File: config.mk
export PLATFORM = sky130hd
export DESIGN_NAME = merge_traffic_gen
export DESIGN_NICKNAME = d
export VERILOG_FILES = /design/src/rtl/merge_tg_pkg.sv /design/src/rtl/merge_tg_chan.sv /design/src/rtl/merge_traffic_gen.sv
export SDC_FILE = /design/constraint.sdc
export NUM_CORES = 1
export LEC_CHECK = 0
export BUFFER_PORTS_ARGS = -buffer_cell sky130_fd_sc_hd__buf_2
export CORE_ASPECT_RATIO = 1.75
export CORE_MARGIN = 3
export CORE_UTILIZATION = 57
export DETAILED_ROUTE_END_ITERATION = 10
export PLACE_DENSITY = 0.8
export SETUP_SLACK_MARGIN = 0.05
export SKIP_LAST_GASP = 1
export SYNTH_ARGS = -nofsm -noshare
export SYNTH_HDL_FRONTEND = slang
export SYNTH_HIERARCHICAL = 1
export SYNTH_SLANG_ARGS = --single-unit
File: constraint.sdc
create_clock -name clk -period 4.7 [get_ports clk]
set_input_delay 0.47 -clock clk [delete_from_list [all_inputs] [get_ports clk]]
set_output_delay 0.47 -clock clk [all_outputs]
set_load 0.005 [all_outputs]
File: src/rtl/merge_tg_pkg.sv
// merge_tg_pkg: shared types and constants for the merge traffic generator.
//   flit_type_t  : two-bit flit type carried in the flit MSBs
//   chan_state_t : per-channel sequencer state
//   TYPE_W       : type field width; the channel id sits directly below it
//   LFSR_SEED    : per-channel LFSR seed base (channel index is XORed in)
//   LFSR_TAPS    : feedback mask for the right-shifting x^16+x^14+x^13+x^11+1 LFSR
// The LFSR constants only matter when MERGE_TG_LFSR_EN is defined.
package merge_tg_pkg;

  typedef enum logic [1:0] {
    FT_BODY   = 2'b00,
    FT_HEAD   = 2'b01,
    FT_TAIL   = 2'b10,
    FT_SINGLE = 2'b11
  } flit_type_t;

  typedef enum logic [1:0] {
    CH_IDLE,
    CH_SEND,
    CH_GAP,
    CH_FIN
  } chan_state_t;

  // Flit layout: [DW-1 -: TYPE_W] type, [DW-1-TYPE_W -: SID_W] id, rest index.
  localparam int TYPE_W = 2;

  localparam logic [15:0] LFSR_SEED = 16'hACE1;
  // Right-shift form: taps 16,14,13,11 map to bits 0,2,3,5.
  localparam logic [15:0] LFSR_TAPS = 16'h002D;

endpackage

File: src/rtl/merge_tg_chan.sv
// merge_tg_chan: one source channel of the traffic generator.
// Emits NUM_PKT packets of PKT_LEN flits with a GAP-cycle pause after each
// non-final tail. valid_o is decoded from registered state only, so it never
// depends on ready_i, and data_o is held until the flit is accepted.
// Optional feature macro MERGE_TG_LFSR_EN: adds a 16-bit LFSR that lengthens
// each gap by lfsr[1:0] and inserts one-cycle bubbles before body/tail flits.
// Ports:
//   clk, rst  : clock, synchronous active-high reset
//   start_i   : qualified run start (only acted on in IDLE/FIN)
//   ready_i   : sink ready
//   valid_o   : flit valid
//   data_o    : flit {type, channel id, running index}
//   busy_o    : channel in SEND or GAP
//   fin_o     : channel in FIN
module merge_tg_chan
  import merge_tg_pkg::*;
#(
  parameter int DW      = 32,
  parameter int SID_W   = 4,
  parameter int PKT_LEN = 4,
  parameter int NUM_PKT = 16,
  parameter int GAP     = 2,
  parameter int CH_ID   = 0
) (
  input  logic          clk,
  input  logic          rst,
  input  logic          start_i,
  input  logic          ready_i,
  output logic          valid_o,
  output logic [DW-1:0] data_o,
  output logic          busy_o,
  output logic          fin_o
);

  localparam int IDX_W = DW - TYPE_W - SID_W;
  localparam int K_W   = (PKT_LEN > 1) ? $clog2(PKT_LEN) : 1;
  localparam int P_W   = (NUM_PKT > 1) ? $clog2(NUM_PKT) : 1;
  localparam int G_W   = $clog2(GAP + 5);

  chan_state_t      r_state, w_state_nxt;
  logic [K_W-1:0]   r_k;
  logic [P_W-1:0]   r_p;
  logic [IDX_W-1:0] r_idx;
  logic [G_W-1:0]   r_gap;
  logic [G_W-1:0]   w_gap_len;
  logic             w_valid, w_accept, w_last_k, w_last_p, w_restart;
  flit_type_t       w_type;
`ifdef MERGE_TG_LFSR_EN
  logic [15:0]      r_lfsr;
  logic             r_bubble;
`endif

  always_ff @(posedge clk) begin
    if (rst) r_state <= CH_IDLE;
    else     r_state <= w_state_nxt;
  end

  always_comb begin
    w_restart = start_i && (r_state == CH_IDLE || r_state == CH_FIN);
    w_valid   = (r_state == CH_SEND);
`ifdef MERGE_TG_LFSR_EN
    w_valid   = w_valid && !r_bubble;
`endif
    w_accept  = w_valid && ready_i;
    w_last_k  = (r_k == K_W'(PKT_LEN - 1));
    w_last_p  = (r_p == P_W'(NUM_PKT - 1));
`ifdef MERGE_TG_LFSR_EN
    w_gap_len = G_W'(GAP) + G_W'(r_lfsr[1:0]);
`else
    w_gap_len = G_W'(GAP);
`endif
    if (PKT_LEN == 1)     w_type = FT_SINGLE;
    else if (r_k == '0)   w_type = FT_HEAD;
    else if (w_last_k)    w_type = FT_TAIL;
    else                  w_type = FT_BODY;

    w_state_nxt = r_state;
    unique case (r_state)
      CH_IDLE: if (w_restart) w_state_nxt = CH_SEND;
      CH_SEND: begin
        if (w_accept && w_last_k) begin
          if (w_last_p)              w_state_nxt = CH_FIN;
          else if (w_gap_len != '0)  w_state_nxt = CH_GAP;
        end
      end
      CH_GAP:  if (r_gap == '0) w_state_nxt = CH_SEND;
      CH_FIN:  if (w_restart) w_state_nxt = CH_SEND;
    endcase
  end

  // r_gap is a down-counter loaded with gap_len-1 so GAP state lasts gap_len cycles.
  always_ff @(posedge clk) begin
    if (rst || w_restart) begin
      r_k   <= '0;
      r_p   <= '0;
      r_idx <= '0;
      r_gap <= '0;
`ifdef MERGE_TG_LFSR_EN
      r_lfsr   <= LFSR_SEED ^ 16'(CH_ID);
      r_bubble <= 1'b0;
`endif
    end else begin
      if (w_accept) begin
        r_idx <= r_idx + IDX_W'(1);
        if (w_last_k) begin
          r_k   <= '0;
          r_p   <= r_p + P_W'(1);
          r_gap <= w_gap_len - G_W'(1);
`ifdef MERGE_TG_LFSR_EN
          r_lfsr <= {^(r_lfsr & LFSR_TAPS), r_lfsr[15:1]};
`endif
        end else begin
          r_k <= r_k + K_W'(1);
`ifdef MERGE_TG_LFSR_EN
          r_bubble <= r_lfsr[2];
`endif
        end
      end else if (r_state == CH_GAP && r_gap != '0) begin
        r_gap <= r_gap - G_W'(1);
      end
`ifdef MERGE_TG_LFSR_EN
      // A bubble is only ever set on an accept, which needs !r_bubble.
      if (r_bubble) r_bubble <= 1'b0;
`endif
    end
  end

  assign valid_o = w_valid;
  assign data_o  = w_valid ? {w_type, SID_W'(CH_ID), r_idx} : '0;
  assign busy_o  = (r_state == CH_SEND) || (r_state == CH_GAP);
  assign fin_o   = (r_state == CH_FIN);

endmodule

File: src/rtl/merge_traffic_gen.sv
// merge_traffic_gen: NCH independent valid/ready packet sources.
// Holds start qualification (start ignored while busy), busy/done reduction
// and the saturating count of accepted flits. Channel logic is in merge_tg_chan.
// Optional feature macro MERGE_TG_LFSR_EN (randomised gaps/bubbles) is
// implemented inside merge_tg_chan.
// Ports:
//   clk, rst    : clock, synchronous active-high reset
//   start_i     : one-cycle run start
//   ready_i     : per-channel sink ready
//   valid_o     : per-channel flit valid
//   data_o      : per-channel flit, channel c at [c*DW +: DW]
//   busy_o      : any channel in SEND or GAP
//   done_o      : sticky, all channels finished; cleared by next accepted start
//   flit_cnt_o  : flits accepted this run, saturating
module merge_traffic_gen
  import merge_tg_pkg::*;
#(
  parameter int NCH     = 8,
  parameter int DW      = 32,
  parameter int SID_W   = 4,
  parameter int PKT_LEN = 4,
  parameter int NUM_PKT = 16,
  parameter int GAP     = 2
) (
  input  logic              clk,
  input  logic              rst,
  input  logic              start_i,
  output logic [NCH-1:0]    valid_o,
  output logic [NCH*DW-1:0] data_o,
  input  logic [NCH-1:0]    ready_i,
  output logic              busy_o,
  output logic              done_o,
  output logic [31:0]       flit_cnt_o
);

  localparam int PC_W = $clog2(NCH + 1);

  logic [NCH-1:0]  w_busy_ch, w_fin_ch, w_acc;
  logic            w_start_acc, w_all_fin;
  logic [PC_W-1:0] w_pop;
  logic [32:0]     w_sum;
  logic            r_done;
  logic [31:0]     r_cnt;

  for (genvar c = 0; c < NCH; c++) begin : g_chan
    merge_tg_chan #(
      .DW      (DW),
      .SID_W   (SID_W),
      .PKT_LEN (PKT_LEN),
      .NUM_PKT (NUM_PKT),
      .GAP     (GAP),
      .CH_ID   (c)
    ) u_chan (
      .clk     (clk),
      .rst     (rst),
      .start_i (w_start_acc),
      .ready_i (ready_i[c]),
      .valid_o (valid_o[c]),
      .data_o  (data_o[c*DW +: DW]),
      .busy_o  (w_busy_ch[c]),
      .fin_o   (w_fin_ch[c])
    );
  end

  always_comb begin
    busy_o      = |w_busy_ch;
    w_all_fin   = &w_fin_ch;
    w_start_acc = start_i && !busy_o;
    w_acc       = valid_o & ready_i;
    w_pop       = '0;
    for (int i = 0; i < NCH; i++) w_pop = w_pop + PC_W'(w_acc[i]);
    w_sum       = {1'b0, r_cnt} + 33'(w_pop);
  end

  always_ff @(posedge clk) begin
    if (rst || w_start_acc) begin
      r_done <= 1'b0;
      r_cnt  <= '0;
    end else begin
      r_done <= r_done | w_all_fin;
      r_cnt  <= w_sum[32] ? '1 : w_sum[31:0];
    end
  end

  assign done_o     = r_done;
  assign flit_cnt_o = r_cnt;

endmodule

==> impl_metrics.yaml, run 1 <==
status:
  outcome: "finished clean"
job:
  maxCapViolCount: 0
yosys:
  synth-xor-area-share_pct: 6.55
  async_flop_share_pct: 0
  ys.flop_type: "dfxtp_1"
  synth_cell_type_count: 45
  synth_warnings: 6
  synth_area_per_cell_um2: 8.31
  synth.area.mux_share_pct: 1.01
  synthCells: 2155
  synth-compound-area-share_pct: 11.3
  synthSimpleGateAreaFrac_pct: 31.1
  synthesis.area_um2: 17900
  synthAdderAreaFrac_pct: 7.13
  ys_ff_latch: 329
  synth_top_family_by_area: "simple AND/OR/NAND/NOR gates"
  yosysSeqAreaShare_pct: 36.8
  synth-edff-count: 0
finish:
  n_fill_cell: 2648
  drive_gt1_share_pct: 16.9
  fin_nets: 2474
  fin_util_pct: 66.2
  syn2layout_area_growth_pct: 14.1
timing:
  setup_viol: 0
  clock.fmax_ghz: 0.224
  rsz0062_at_grt: "yes"
  min_period_ns: 4.47
  worstMarginPinSlew_ns: 1.15
  period_share_pct: 95.0
  finalHoldViolCount: 0
  tns_ns: 0
  setup_ws_ns: 0.233
  relSlewSlack_pct: 23.1
  slew_viol_final: 0
  fin_skew_ns: 0.0126
critical_path:
  startpoint_type: "register"
  r2r_end: "flit_cnt_o[30]"
  cp-end-kind: "register"
  reg2reg_from: "g_chan[2].u_chan/r_state[1]"
  worstPathRequired_ns: 5.10
  setup.worst_path.class: "reg -> reg"
  critical_path.max_fanout: 13
  cp_slowest_cell: "fa_1"
  slowest_delay_ns: 0.54
  crit_chain: "inv_1 > ha_1 > and2_1 > fa_1 > inv_1 > fa_1 > inv_1 > fa_1 > fa_2 > fa_2 > a211oi_1 > nor2_1 > nand4_1 > or2_1 > buf_4 > a31oi_1"
  r2r_slack_ns: 0.23
  cp.arrival_ns: 4.87
  r2r_cells: 16
floorplanning:
  die_h_um: 240
  die_x_um: 140
  fp-row-count: 85
  fp.coreArea_um2: 30800
  design.portCount: 309
  dieArea_um2: 33700
  start_util_pct: 58.1
min_path:
  hp-start: "ready_i[6]"
  holdPathStages: 3
  hold_path.class: "in -> reg"
  holdPathEnd: "g_chan[6].u_chan/r_k[1]"
drt:
  dr.pass1.iters: 5
  wl_mm: 42.1
  ant_nets: 0
  drt-initial-drc-count: 589
  drc: 0
  vias: 15900
  wl_per_cell_um: 15.1
  viasPerCell: 5.72
clock_tree:
  cts_tree: "yes"
  clk_path_buf_depth: 3
  clock_sinks: 329
  h-tree-depth: 1
  cts_hold_buf: 0
  cts_made_buffers: 31
  post_cts_buffers: 0
  cts-root-buf: "clkbuf_16"
  clock_latency_ns: 0.57
  clkTransAtPathRegs_ns: 0.07
place:
  dp_slack_ns: 0.0698
  post-dp-hpwl_mm: 30.3
  io_buffers: 288
  place.gp.congestion: 0.847
grt:
  grt_usage_pct: 23.8
  antenna_found_initial: 1
  grt_pass1_vias: 15300
  grt_pass1_wl_mm: 70.0
  grt_overflow: 0
  grt_max_degree: 42
pwr:
  p_per_area_nw_per_um2: 369
  leakagePower_nw: 8.11
  ir_drop_uv: 322
[cell usage after synthesis, drive strengths merged (2+ instances only)]
cell | instances | share of area (%)
nor3 | 61 | 1.7
nand2b | 9 | 0.31
ha | 94 | 6.6
nand4 | 89 | 3.1
xnor2 | 77 | 3.8
o21ai | 71 | 2.0
and2 | 232 | 8.1
a222oi | 8 | 0.45
and4 | 20 | 0.98
dfxtp | 329 | 37
nor2b | 3 | 0.10
clkbuf | 78 | 1.6
nor4 | 11 | 0.47
a31oi | 5 | 0.17
fa | 5 | 0.56
mux2i | 9 | 0.50
nand2 | 110 | 2.3
a211oi | 10 | 0.42
a21oi | 180 | 5.0
or4 | 73 | 3.4
a311oi | 8 | 0.39
nor2 | 153 | 3.2
o31ai | 57 | 2.4
xor2 | 57 | 2.8
nand3 | 113 | 3.6
buf | 59 | 2.2
a21o | 9 | 0.38
conb | 8 | 0.17
or2 | 2 | 0.070
or3 | 65 | 2.3
inv | 104 | 2.2
mux2 | 8 | 0.50
and3 | 36 | 1.3
[layout make-up]
type / count / area (um^2) / share of cell area [%]
Multi-Input combinational cell: 1597 / 10300 / 50.4
Sequential cell: 329 / 6590 / 32.2
Timing Repair Buffer: 301 / 1540 / 7.53
Clock buffer: 39 / 856 / 4.19
Tap cell: 391 / 489 / 2.40
Inverter: 104 / 390 / 1.91
Clock inverter: 18 / 263 / 1.29
Antenna cell: 1 / 2.50 / 0.0123
[what timing repair did]
| action | in CTS | in global routing |
|---|---|---|
| endpoints found under the setup margin | 0 | 31 |
| hold endpoints to repair | 0 | 0 |
| resized for setup | 0 | 2 |
[registers in the layout, summed over array words and instances, names as in the netlist]
signal / flops
g_chan.u_chan/r_idx: 208
flit_cnt_o: 32
g_chan.u_chan/r_p: 32
g_chan.u_chan/r_gap: 24
g_chan.u_chan/r_k: 16
g_chan.u_chan/r_state: 16
done_o: 1
[worst max path at each step]
stage | endpoint | slack (ns) | from | cells after the start
2_1_floorplan | flit_cnt_o[10] | 0.40 | g_chan[0].u_chan/r_state[1] | 17
3_3_place_gp | flit_cnt_o[30] | 0.24 | g_chan[2].u_chan/r_state[1] | 16
3_5_place_dp | flit_cnt_o[5] | 0.07 | g_chan[2].u_chan/r_state[1] | 16
4_1_cts | flit_cnt_o[30] | 0.07 | g_chan[2].u_chan/r_state[1] | 16
5_1_grt | flit_cnt_o[11] | 0.02 | g_chan[2].u_chan/r_state[1] | 16
6_report | flit_cnt_o[30] | 0.23 | g_chan[2].u_chan/r_state[1] | 16
[through the flow]
stage / instance area [um^2] / hold slack (ns) / instances / total power [mW]
2_1_floorplan: 18000 / 0.443 / 2167 / 4.44
3_3_place_gp: 19300 / 0.454 / 2722 / 4.78
3_5_place_dp: 19300 / 0.461 / 2722 / 4.87
4_1_cts: 20400 / 0.221 / 2779 / 7.62
5_1_grt: 20400 / 0.240 / 2779 / 7.99
6_report: 20400 / 0.245 / 2780 / 7.55
[cells by family after synthesis]
kind of cell,Yosys count
buf+inv,241
mux,17
compound gates,349
simple gates,978
other cells,8
xor+xnor,134
fa+ha+maj,99
flops,329
[cells in the final DEF, fill, tap and decap left out, types with 9 or more instances in the layout]
| cell | synthesis | final |
|---|---|---|
| nand3_1 | 96 | 96 |
| conb_1 | 8 | 20 |
| o31ai_1 | 57 | 57 |
| inv_1 | 104 | 104 |
| or3_1 | 65 | 65 |
| buf_2 | 25 | 288 |
| clkbuf_16 | 0 | 31 |
| nand2_1 | 109 | 109 |
| nor3_1 | 60 | 60 |
| nand2b_1 | 9 | 9 |
| dfxtp_1 | 329 | 329 |
| xnor2_1 | 77 | 77 |
| nand3_2 | 17 | 17 |
| or4_1 | 57 | 57 |
| a21o_1 | 9 | 9 |
| mux2i_1 | 9 | 9 |
| ha_1 | 94 | 94 |
| and4_1 | 20 | 20 |
| and2_1 | 232 | 232 |
| nor2_1 | 153 | 153 |
| o21ai_0 | 69 | 69 |
| and3_1 | 35 | 35 |
| buf_4 | 32 | 13 |
| a211oi_1 | 10 | 10 |
| nor4_1 | 10 | 10 |
| or4_4 | 16 | 16 |
| nand4_1 | 88 | 88 |
| a21oi_1 | 180 | 180 |
| xor2_1 | 57 | 57 |
[routing by layer]
layer | wire length (um) | up-vias | track usage [%]
li1 | - | 7914 | -
met1 | 15900 | 7579 | 25.1
met2 | 23000 | 335 | 47.1
met3 | 1910 | 87 | 3.44
met4 | 1260 | 0 | 8.64
met5 | 0 | - | 0
[worst max-delay path: cells and delay by family, from the launching register on]
kind	cells	cell delay (ns)
adders and majority gates	6	2.54
and+or+nand+nor	4	0.63
AOI/OAI and AO/OA	2	0.34
buffers and inverters	4	0.40
DFF	1	0.38
[where the power goes]
part	switching, mW	internal (mW)	leakage, nW
logic	1.23	0.570	4.93
clock network	1.12	1.62	0.531
registers	0.115	2.89	2.65
total	2.46	5.08	8.11
No activity file was read; power rests on OpenSTA's default activity.
==> run 2: changes to the inputs <==
==> constraint.sdc (replaced) <==
create_clock -name clk -period 4.7 [get_ports clk]
set_input_delay 0.94 -clock clk [delete_from_list [all_inputs] [get_ports clk]]
set_output_delay 0.94 -clock clk [all_outputs]
set_load 0.005 [all_outputs]
==> impl_metrics.yaml, run 2 (synthesized netlist as in run 1, its figures left out) <==
status:
  outcome: "finished clean"
drt:
  dr.pass1.iters: 6
  wl_per_cell_um: 15.3
  wl_mm: 42.7
  drc: 0
  viasPerCell: 5.75
  drt-initial-drc-count: 769
  vias: 16000
  ant_nets: 0
floorplanning:
  fp-row-count: 85
  dieArea_um2: 33700
  design.portCount: 309
  fp.coreArea_um2: 30800
  die_x_um: 140
  die_h_um: 240
  start_util_pct: 58.1
clock_tree:
  clkTransAtPathRegs_ns: 0.07
  h-tree-depth: 1
  post_cts_buffers: 0
  clock_latency_ns: 0.57
  cts_made_buffers: 31
  cts_hold_buf: 0
  clk_path_buf_depth: 3
  cts_tree: "yes"
  cts-root-buf: "clkbuf_16"
  clock_sinks: 329
grt:
  grt_use_met3_pct: 3.10
  grt_usage_pct: 23.8
  grt_busiest_layer: "met2"
  grt_pass1_vias: 15300
  antenna_found_initial: 1
  grt_pass1_wl_mm: 69.6
  grt_overflow: 0
  met2_usage_pct: 47.2
  use_met1_pct: 24.6
  grt_max_degree: 42
critical_path:
  setup.worst_path.class: "reg -> reg"
  cpMostUsedCell: "fa_1"
  worstPathRequired_ns: 5.09
  r2r_cells: 16
  crit_chain: "inv_1 > ha_1 > and2_1 > fa_1 > inv_1 > fa_1 > inv_1 > fa_1 > fa_1 > fa_1 > a211oi_2 > nor2_2 > nand4_1 > or2_1 > buf_4 > a21oi_1"
  startpoint_type: "register"
  reg2reg_from: "g_chan[2].u_chan/r_state[1]"
  critical_path.max_fanout: 12
  cp_top_family: "adder cells"
  cp-end-kind: "register"
  r2r_slack_ns: 0.30
  cp_slowest_cell: "fa_1"
  slowest_delay_ns: 0.52
  r2r_end: "flit_cnt_o[6]"
  crit_buf_inv: 4
  cp.arrival_ns: 4.80
timing:
  rsz0062_at_grt: "no"
  min_period_ns: 4.40
  fin_skew_ns: 0.0106
  relSlewSlack_pct: 22.1
  setup_viol: 0
  tns_ns: 0
  setup_ws_ns: 0.297
  worstMarginPinSlew_ns: 1.17
  clock.fmax_ghz: 0.227
  period_share_pct: 93.7
  slew_viol_final: 0
  finalHoldViolCount: 0
  hold-worst-slack_ns: 0.475
place:
  io_buffers: 288
  dp_slack_ns: -0.178
  dp_cells: 2729
  place.gp.congestion: 0.864
  dpl_cell_area_um2: 19400
  post-dp-hpwl_mm: 30.7
pwr:
  leakagePower_nw: 8.16
  ir_drop_uv: 305
  power_mw: 7.44
  p_per_area_nw_per_um2: 364
finish:
  drive_gt1_share_pct: 17.3
  top_register: "g_chan.u_chan/r_idx"
  n_fill_cell: 2670
  antennaDiodeCount: 0
  syn2layout_area_growth_pct: 14.1
  fin_nets: 2481
  final_common_cell: "dfxtp_1"
  fin_util_pct: 66.2
  largest_register_ffs: 208
  layout_common_cells: "327 x dfxtp_1, 288 x buf_2, 232 x and2_1, 180 x a21oi_1, 152 x nor2_1"
  postLayoutCellArea_um2: 20400
  final_cell_count_no_fill: 2786
min_path:
  holdPathEnd: "g_chan[2].u_chan/r_gap[0]"
  hold_path.class: "reg -> reg"
  holdPathStages: 1
  hp-start: "g_chan[2].u_chan/r_gap[0]"
job:
  maxCapViolCount: 0
run 2: cell types whose count changed in the layout (fill, tap and decap cells not counted), moves of 2 or more:
cell / change
fa_1: +2
clkinvlp_4: -5
clkinv_2: +8
bufinv_16: -2
dfxtp_1: -2
buf_4: +7
fa_2: -2
dfxtp_2: +2
run 2: power breakdown:
group	internal [mW]	switching (mW)	leakage (nW)
Sequential	2.89	0.117	2.65
Combinational	0.575	1.23	4.97
Clock	1.52	1.11	0.535
Total	4.99	2.45	8.16
run 2: cell type report:
type                       instances  area (um^2)  area share [%]
multi-input combinational       1597        10300            50.4
sequential                       329         6590            32.3
timing repair buffer             308         1590            7.79
clock buffer                      39          866            4.24
tap                              391          489            2.40
inverter                         104          390            1.91
clock inverter                    18          196           0.962
run 2: per-layer routing:
layer  wire length (um)  vias up
li1                   -     7913
met2              23100      361
met1              16000     7652
met5                  0        -
met3               1840      102
met4               1660        0
run 2: worst max-delay path by stage:
| stage | slack (ns) | cells after the start | to | start |
|---|---|---|---|---|
| after CTS | 0.18 | 16 | flit_cnt_o[6] | g_chan[2].u_chan/r_state[1] |
| after global routing | 0.06 | 16 | flit_cnt_o[11] | g_chan[2].u_chan/r_state[1] |
| after floorplan | 0.10 | 15 | flit_cnt_o[10] | ready_i[0] |
| after detailed placement | -0.18 | 15 | flit_cnt_o[30] | ready_i[2] |
| after global placement | -0.13 | 15 | flit_cnt_o[30] | ready_i[2] |
| final | 0.30 | 16 | flit_cnt_o[6] | g_chan[2].u_chan/r_state[1] |
run 2: what timing repair did:
action / in CTS / in global routing
setup endpoints to repair: 0 / 27
hold endpoints to repair: 0 / 0
gates resized for setup: 0 / 4
==> run 3: changes to the inputs <==
- CORE_UTILIZATION: 57 -> 51
- PLACE_DENSITY: 0.8 -> 0.73
==> impl_metrics.yaml, run 3 (synthesized netlist as in run 1, its figures left out) <==
status:
  outcome: "finished clean"
grt:
  met2_usage_pct: 42.3
  antenna_found_initial: 2
  grt_pass1_vias: 15200
  use_met1_pct: 23.4
  grt_max_degree: 42
  grt_pass1_wl_mm: 70.6
  grt_use_met3_pct: 2.94
  grt_overflow: 0
  grt_usage_pct: 21.7
  grt_busiest_layer: "met2"
timing:
  clock.fmax_ghz: 0.227
  rsz0062_at_grt: "no"
  slew_viol_final: 0
  period_share_pct: 93.7
  finalHoldViolCount: 0
  tns_ns: 0
  min_period_ns: 4.40
  worstMarginPinSlew_ns: 1.17
  fin_skew_ns: 0.00951
  relSlewSlack_pct: 21.8
  setup_viol: 0
pwr:
  leakagePower_nw: 8.13
  ir_drop_uv: 312
  p_clk_share_pct: 33.9
  p_per_area_nw_per_um2: 357
  power_switching_mw: 2.42
  power_frac_seq_pct: 41.1
  power.share.switching_pct: 33.1
  p_int_mw: 4.89
  pwr-share-comb_pct: 24.9
clock_tree:
  h-tree-depth: 1
  clk_path_buf_depth: 3
  clock_latency_ns: 0.56
  cts_tree: "yes"
  cts_made_buffers: 31
  clkTransAtPathRegs_ns: 0.07
  cts-root-buf: "clkbuf_16"
  clock_sinks: 329
  post_cts_buffers: 0
  cts_hold_buf: 0
  ctsResizeCount: 0
finish:
  top_register: "g_chan.u_chan/r_idx"
  fin_nets: 2483
  n_fill_cell: 3227
  layout_common_cells: "327 x dfxtp_1, 288 x buf_2, 232 x and2_1, 180 x a21oi_1, 152 x nor2_1"
  syn2layout_area_growth_pct: 14.3
  drive_gt1_share_pct: 17.1
  antennaDiodeCount: 0
  multi_input_area_um2: 10300
  ff_latch_area_um2: 6590
  fin_util_pct: 59.2
  largest_register_ffs: 208
  final_cell_count_no_fill: 2855
  final_common_cell: "dfxtp_1"
drt:
  drt-initial-drc-count: 634
  drc: 0
  wl_mm: 42.5
  dr.pass1.iters: 5
  viasPerCell: 5.60
  ant_nets: 0
  wl_per_cell_um: 14.9
  vias: 16000
place:
  io_buffers: 288
  place.gp.congestion: 0.860
  post-dp-hpwl_mm: 30.8
  dp_cells: 2800
critical_path:
  cp-end-kind: "register"
  worstPathRequired_ns: 5.09
  startpoint_type: "register"
  critical_path.max_fanout: 11
  r2r_slack_ns: 0.30
  setup.worst_path.class: "reg -> reg"
  cp.arrival_ns: 4.79
floorplanning:
  start_util_pct: 51.8
  design.portCount: 309
  fp.coreArea_um2: 34600
  die_x_um: 148
  die_h_um: 254
  fp-row-count: 90
  dieArea_um2: 37500
min_path:
  hold_path.class: "reg -> reg"
job:
  maxCapViolCount: 0
==> run 3: cell types whose count changed in the layout (fill, tap and decap cells not counted), sizes merged <==
cell,change
bufinv,-3
clkinvlp,-1
clkinv,-7
buf,+2
clkbuf,+9
==> run 3: power by group through the flow <==
stage          Sequential (mW)  Clock (mW)  Combinational (mW)
2_1_floorplan             3.04           0                1.39
3_3_place_gp              3.06           0                1.77
3_5_place_dp              3.07           0                1.84
4_1_cts                   3.01        2.56                1.85
5_1_grt                   3.03        2.68                2.08
6_report                  3.01        2.48                1.82
==> run 3: stage by stage <==
step	hold slack (ns)	setup slack [ns]	area, um^2	total power, mW
after floorplan	0.443	0.104	18000	4.44
after global placement	0.453	-0.262	19500	4.82
after detailed placement	0.464	-0.304	19500	4.91
after CTS	0.480	0.0736	20500	7.42
after global routing	0.494	0.0923	20500	7.78
final	0.475	0.297	20500	7.32
==> run 3: path summary, 6_finish.rpt <==
kind,startpoint,cells past startpoint,to
min,done_o,2,done_o
max,g_chan[2].u_chan/r_state[1],16,flit_cnt_o[12]
max reg2reg,g_chan[2].u_chan/r_state[1],16,flit_cnt_o[12]
min reg2reg,done_o,2,done_o
==> run 3: final cells by class <==
type	instances	share of cell area (%)
Multi-Input combinational cell	1597	50.4
Sequential cell	329	32.2
Timing Repair Buffer	310	7.87
Clock buffer	48	4.59
Tap cell	460	2.81
Inverter	104	1.91
Clock inverter	7	0.293
==> run 3: worst max-delay path, cell delays in order (launching register included) <==
cell      delay (ns)
dfxtp_2         0.36
inv_1           0.06
ha_1            0.18
and2_1          0.19
fa_1            0.50
inv_1           0.06
fa_1            0.53
inv_1           0.05
fa_1            0.50
fa_1            0.47
fa_1            0.42
a211oi_2        0.27
nor2_4          0.12
nand4_1         0.14
or2_4           0.14
buf_4           0.16
a21oi_1         0.08
==> run 3: per-layer routing <==
layer | share of wire [%] | up-vias
li1 | - | 7937
met4 | 3.2 | 4
met5 | 0.049 | -
met1 | 39 | 7636
met3 | 4.0 | 75
met2 | 54 | 330
